===== src/rtl/lb_pwm_pkg.sv =====
// lb_pwm_pkg: register map, CTRL bit positions and CTRL layout for lb_pwm_timer
package lb_pwm_pkg;
   localparam logic [7:0] CTRL_OFS   = 8'd0;
   localparam logic [7:0] PSC_OFS    = 8'd1;
   localparam logic [7:0] PER_OFS    = 8'd2;
   localparam logic [7:0] STATUS_OFS = 8'd3;
   localparam logic [7:0] CNT_OFS    = 8'd4;
   localparam logic [7:0] DUTY_OFS   = 8'd5;

   localparam int CTRL_EN       = 0;
   localparam int CTRL_IRQ_EN   = 1;
   localparam int CTRL_ONE_SHOT = 2;
   localparam int CTRL_POL      = 4;

   typedef struct packed {
      logic [3:0] pol;
      logic       rsvd;
      logic       one_shot;
      logic       irq_en;
      logic       en;
   } ctrl_t;
endpackage


===== src/rtl/pwm_prescaler.sv =====
// pwm_prescaler: divides the bus clock into counter ticks, one every PSC+1 enabled cycles
module pwm_prescaler #(
   parameter int CNT_WIDTH = 16
) (
   input  logic                 clk,
   input  logic                 rst_n,
   input  logic                 en_i,
   input  logic [CNT_WIDTH-1:0] psc_i,
   output logic                 tick_o
);
   logic [CNT_WIDTH-1:0] psc_cnt_q, psc_cnt_d;

   assign tick_o    = en_i && psc_cnt_q == psc_i;
   assign psc_cnt_d = (!en_i || tick_o) ? '0 : psc_cnt_q + CNT_WIDTH'(1);

   always_ff @(posedge clk or negedge rst_n) begin
      if (!rst_n) psc_cnt_q <= '0;
      else psc_cnt_q <= psc_cnt_d;
   end
endmodule


===== src/rtl/lb_pwm_timer.sv =====
// lb_pwm_timer: LB-bus PWM/update timer with prescaler, preloaded period/duty and W1C update flag
module lb_pwm_timer
   import lb_pwm_pkg::*;
#(
   parameter int         CH_NUM    = 4,
   parameter int         CNT_WIDTH = 16,
   parameter logic [7:0] BASE_ADDR = 8'd40
) (
   input  logic              clk,
   input  logic              rst_n,
   input  logic              lb_read,
   input  logic              lb_write,
   input  logic [7:0]        lb_addr,
   input  logic [31:0]       lb_wdata,
   output logic [31:0]       rdata,
   output logic [CH_NUM-1:0] pwm_out,
   output logic              irq
);
   localparam logic [7:0] CTRL_WMASK = 8'((1 << CTRL_EN) | (1 << CTRL_IRQ_EN) | (1 << CTRL_ONE_SHOT) |
                                          (((1 << CH_NUM) - 1) << CTRL_POL));

   logic [7:0]           ofs;
   ctrl_t                ctrl_q, ctrl_d;
   logic [CNT_WIDTH-1:0] psc_q, psc_d, per_q, per_d, cnt_q, cnt_d, per_act_q, per_act_d;
   logic [CNT_WIDTH-1:0] duty_q [CH_NUM];
   logic [CNT_WIDTH-1:0] duty_d [CH_NUM];
   logic [CNT_WIDTH-1:0] duty_act_q [CH_NUM];
   logic [CNT_WIDTH-1:0] duty_act_d [CH_NUM];
   logic                 uif_q, uif_d, irq_q, irq_d, tick, upd, w1c;
   logic [CH_NUM-1:0]    pwm_q, pwm_d;
   logic [31:0]          rd_val, rdata_q, rdata_d;
   logic                 unused_wdata;

   assign ofs          = lb_addr - BASE_ADDR;
   assign unused_wdata = ^lb_wdata;

   pwm_prescaler #(.CNT_WIDTH(CNT_WIDTH)) u_psc (
      .clk    (clk),
      .rst_n  (rst_n),
      .en_i   (ctrl_q.en),
      .psc_i  (psc_q),
      .tick_o (tick)
   );

   // while disabled the active period/duty shadow the preloads so enabling starts fresh
   assign upd       = tick && cnt_q == per_act_q;
   assign cnt_d     = !ctrl_q.en ? '0 : !tick ? cnt_q : upd ? '0 : cnt_q + CNT_WIDTH'(1);
   assign per_act_d = (!ctrl_q.en || upd) ? per_q : per_act_q;
   assign w1c       = lb_write && ofs == STATUS_OFS && lb_wdata[0];
   assign uif_d     = upd || (uif_q && !w1c);
   assign irq_d     = uif_q && ctrl_q.irq_en;
   assign rdata_d   = lb_read ? rd_val : '0;

   for (genvar c = 0; c < CH_NUM; c++) begin : g_ch
      assign duty_act_d[c] = (!ctrl_q.en || upd) ? duty_q[c] : duty_act_q[c];
      assign pwm_d[c]      = (ctrl_q.en && cnt_q < duty_act_q[c]) ^ ctrl_q.pol[c];
   end

   always_comb begin
      ctrl_d = ctrl_q;
      psc_d  = psc_q;
      per_d  = per_q;
      duty_d = duty_q;
      if (lb_write) begin
         if (ofs == CTRL_OFS) ctrl_d = ctrl_t'(lb_wdata[7:0] & CTRL_WMASK);
         if (ofs == PSC_OFS) psc_d = lb_wdata[CNT_WIDTH-1:0];
         if (ofs == PER_OFS) per_d = lb_wdata[CNT_WIDTH-1:0];
         for (int i = 0; i < CH_NUM; i++)
            if (ofs == DUTY_OFS + 8'(i)) duty_d[i] = lb_wdata[CNT_WIDTH-1:0];
      end
      if (upd && ctrl_q.one_shot) ctrl_d.en = 1'b0;
   end

   always_comb begin
      rd_val = '0;
      case (ofs)
         CTRL_OFS:   rd_val = 32'(ctrl_q);
         PSC_OFS:    rd_val = 32'(psc_q);
         PER_OFS:    rd_val = 32'(per_q);
         STATUS_OFS: rd_val = {31'b0, uif_q};
         CNT_OFS:    rd_val = 32'(cnt_q);
         default:    ;
      endcase
      for (int i = 0; i < CH_NUM; i++)
         if (ofs == DUTY_OFS + 8'(i)) rd_val = 32'(duty_q[i]);
   end

   always_ff @(posedge clk or negedge rst_n) begin
      if (!rst_n) begin
         ctrl_q     <= '0;
         psc_q      <= '0;
         per_q      <= '0;
         cnt_q      <= '0;
         per_act_q  <= '0;
         duty_q     <= '{default: '0};
         duty_act_q <= '{default: '0};
         uif_q      <= 1'b0;
         irq_q      <= 1'b0;
         pwm_q      <= '0;
         rdata_q    <= '0;
      end else begin
         ctrl_q     <= ctrl_d;
         psc_q      <= psc_d;
         per_q      <= per_d;
         cnt_q      <= cnt_d;
         per_act_q  <= per_act_d;
         duty_q     <= duty_d;
         duty_act_q <= duty_act_d;
         uif_q      <= uif_d;
         irq_q      <= irq_d;
         pwm_q      <= pwm_d;
         rdata_q    <= rdata_d;
      end
   end

   assign rdata   = rdata_q;
   assign pwm_out = pwm_q;
   assign irq     = irq_q;
endmodule


===== config.mk =====
export PLATFORM = sky130hd
export DESIGN_NAME = lb_pwm_timer
export DESIGN_NICKNAME = d
export VERILOG_FILES = /design/src/rtl/lb_pwm_pkg.sv /design/src/rtl/pwm_prescaler.sv /design/src/rtl/lb_pwm_timer.sv
export SDC_FILE = /design/constraint.sdc
export NUM_CORES = 1
export LEC_CHECK = 0
export ABC_AREA = 1
export BUFFER_PORTS_ARGS = -buffer_cell sky130_fd_sc_hd__buf_4
export CORE_MARGIN = 4
export CORE_UTILIZATION = 54
export DETAILED_ROUTE_END_ITERATION = 6
export GPL_TIMING_DRIVEN = 0
export MAX_ROUTING_LAYER = met4
export PLACE_DENSITY = 0.69
export SLEW_MARGIN = 5
export SYNTH_ARGS = -nofsm -noshare
export SYNTH_HDL_FRONTEND = slang
export SYNTH_SLANG_ARGS = --single-unit

===== constraint.sdc =====
create_clock -name clk -period 2.08 [get_ports clk]
set_input_delay 0.416 -clock clk [delete_from_list [all_inputs] [get_ports clk]]
set_output_delay 0.416 -clock clk [all_outputs]
set_load 0.1 [all_outputs]

==> results_dict.tcl <==
set metrics [dict create \
    port_buffers 47 \
    routed_wl_microns 42000 \
    start_util_pct 54.9 \
    critical_path_buf_inv_count 1 \
    fmax_ghz 0.494 \
    r2r_cells 9 \
    antenna_found_initial 1 \
    setup_ws_ns 0.0553 \
    skew_ns 0.0226 \
    syn_to_final_growth_pct 16.0 \
    maxSlewViolCount 0 \
    drive_above_1_share_pct 13.2 \
    via_count 11700 \
    grtUsageTotal_pct 32.8 \
    root_buffer "clkbuf_16" \
    max_stage_delay_ns 0.44 \
    finalCriticalPeriod_ns 2.02 \
    dr.pass1.iters 5 \
    synth_top_area_share_pct 46.0 \
    synth-compound-area-share_pct 8.58 \
    std_cell_rows 56 \
    finalHoldViolations 0 \
    crit_chain "xnor2_2 > nand2_1 > nor2_1 > nand2_1 > o21ai_2 > clkbuf_2 > nand3_1 > nand2_1 > nor2_1" \
    powerDensity_nw_per_um2 791 \
    synth_adder_area_share_pct 6.12 \
    synth_cells 1649 \
    synth_top_family_by_area "simple AND/OR/NAND/NOR gates" \
    peakVddDrop_mv 0.651 \
    synthSimpleGateAreaFrac_pct 27.8 \
    crit_start "psc_q[13]" \
    htreeDepth 1 \
    endpoint_kind "flip-flop" \
    r2r_end "cnt_q[5]" \
    status "complete, no violations" \
    synth-edff-count 0 \
    synth_area_sq_um 12900 \
    grt_overflow 0 \
    critPathMostFrequentCell "nand2_1" \
    design_area_sq_um 14900 \
    grt_max_degree 92 \
    worst_pin_slew_ns 0.723 \
    place_ws_ns -0.456 \
    synth_common_cells "467 x nand2_1, 237 x dfrtp_1, 182 x inv_1" \
    die-area_sq_um 26400 \
    path_clk_slew_ns 0.06 \
    cap_violations 0 \
    crit_fanout 10 \
    routedWlPerCell_microns 20.0 \
    critPathArrivalTime_ns 2.45 \
    finalSetupViolCount 0 \
    ys_ff_latch 237 \
    path_class "reg2reg" \
    yosysTopAreaCell "dfrtp_1" \
    synth_ff_type "dfrtp_1" \
    grt_pass1_wl_microns 64500 \
    r2r_slack_ns 0.06 \
    crit_path_top_delay_cell "dfrtp_1" \
    numCtsBuffers 27 \
    nets 1865 \
    setup.worst_path.start_class "flip-flop" \
    rsz0062_at_grt "yes" \
    leakage_nw 7.67 \
    cts.sinks 237 \
    viasPerCell 5.60 \
    drtIter0Drc 1171 \
    dp_hpwl_microns 30400 \
    ys_warn_count 0 \
    synth_area_leaders "dfrtp_1 46%, nand2_1 14%, ha_1 6.1%" \
    min_period_over_period_pct 97.3 \
    post_dp_cell_area_sq_um 13800 \
    die_h_microns 162 \
    muxShareOfSynthArea_pct 0 \
    insertion_delay_ns 0.55 \
    core_area_sq_um 23500 \
    ys_seq_area_share_pct 46.0 \
    cts_tree "built" \
    first_global_vias 10800 \
    num_io_pins 81 \
    synthArstFlopShare_pct 100 \
    rr_startpoint "psc_q[13]" \
    die_w_microns 162 \
    holdWs_ns 0.161 \
    synth_xor_area_share_pct 1.97 \
    slew_headroom_pct 51.4 \
    synth_cell_type_count 34 \
    cts.path.max_buffers 3 \
    min-delay-path-class "in2reg" \
    gp_congestion 1.00 \
    cp_num_cells 9 \
    route.detailed.drc 0 \
    path_delay_family "simple AND/OR/NAND/NOR gates" \
    synth.most_common_cell "nand2_1" \
    critical_path_required_ns 2.50 \
    crit_path_end "cnt_q[5]" \
    power_mw 11.8 \
    synth.avg_cell_area_sq_um 7.81 \
    ant_nets 0 \
]
## layer usage
| layer | GRT usage [%] | share of wire, % |
|---|---|---|
| met5 | - | 0 |
| met2 | 46.8 | 43 |
| met3 | 5.39 | 9.0 |
| met4 | 8.34 | 2.8 |
| met1 | 49.2 | 46 |
## cell type report
type | instances | area [sq um]
sequential | 237 | 5970
clock buffer | 38 | 807
buffer | 92 | 508
clock inverter | 11 | 145
timing repair buffer | 66 | 546
multi-input combinational | 1141 | 5840
inverter | 193 | 726
fill | 2053 | 8530
tap | 319 | 399
antenna | 1 | 2.50
## what timing repair did
item,CTS,global route
setup buffers,6,10
hold buffers,1,0
pin swaps,1,1
cloned,0,0
setup endpoints to repair,101,84
endpoints found under the hold margin,62,0
gates resized for setup,23,18
## cells by family after synthesis
kind of cell,after synthesis
compound gates,216
xor+xnor,29
fa+ha+maj,63
buf+inv,286
flops,237
other cells,1
simple gates,817
## worst min path at each step
stage          slack [ns]  depth (start not counted)        endpoint  startpoint
6_report             0.16                          3        rdata[0]     lb_read
5_1_grt              0.18                          3        rdata[0]     lb_read
4_1_cts              0.15                          3        rdata[0]     lb_read
3_5_place_dp         0.39                          1  duty_act_q[36]       rst_n
3_3_place_gp         0.48                          2   duty_act_q[3]   duty_q[3]
2_1_floorplan        0.12                          0        cnt_q[0]       rst_n
## per-stage QoR
step	TNS, ns	util [%]	cells
2_1_floorplan	0	-	1664
3_3_place_gp	-340.52	58.3	2030
3_5_place_dp	-51.92	58.6	2032
4_1_cts	0	63.2	2088
5_1_grt	-0.0664	63.7	2098
6_report	0	63.7	2098
## power breakdown
group / internal [mW] / switching [mW]
clock network: 3.07 / 1.97
registers: 4.85 / 0.226
logic: 0.474 / 1.23
## cell usage in the layout, fill, tap and decap left out, drive strengths merged
cell / instances
clkbuf: 67
nor4: 1
nand3: 147
clkinv: 5
nor2: 82
a21oi: 57
o21a: 4
buf: 128
dlygate4sd3: 1
o21ai: 149
o21bai: 6
ha: 63
nand4: 79
dfrtp: 237
clkinvlp: 2
xor2: 19
bufinv: 3
xnor2: 10
and3: 1
nor3: 26
diode: 1
inv: 194
nand2: 472
or2: 9
conb: 16
## sequential cells by signal (all words and copies together), names as in the netlist, 4 cells and up
register / cells
per_act_q: 16
u_psc.psc_cnt_q: 16
pwm_out: 4
per_q: 16
rdata: 16
duty_q: 64
cnt_q: 16
duty_act_q: 64
ctrl_q: 7
psc_q: 16
## tightest hold or removal path: cells and delay by family
kind            cells  cell delay [ns]
buf+inv             1             0.12
compound gates      2             0.13
Power figures use the tool's default switching activity.
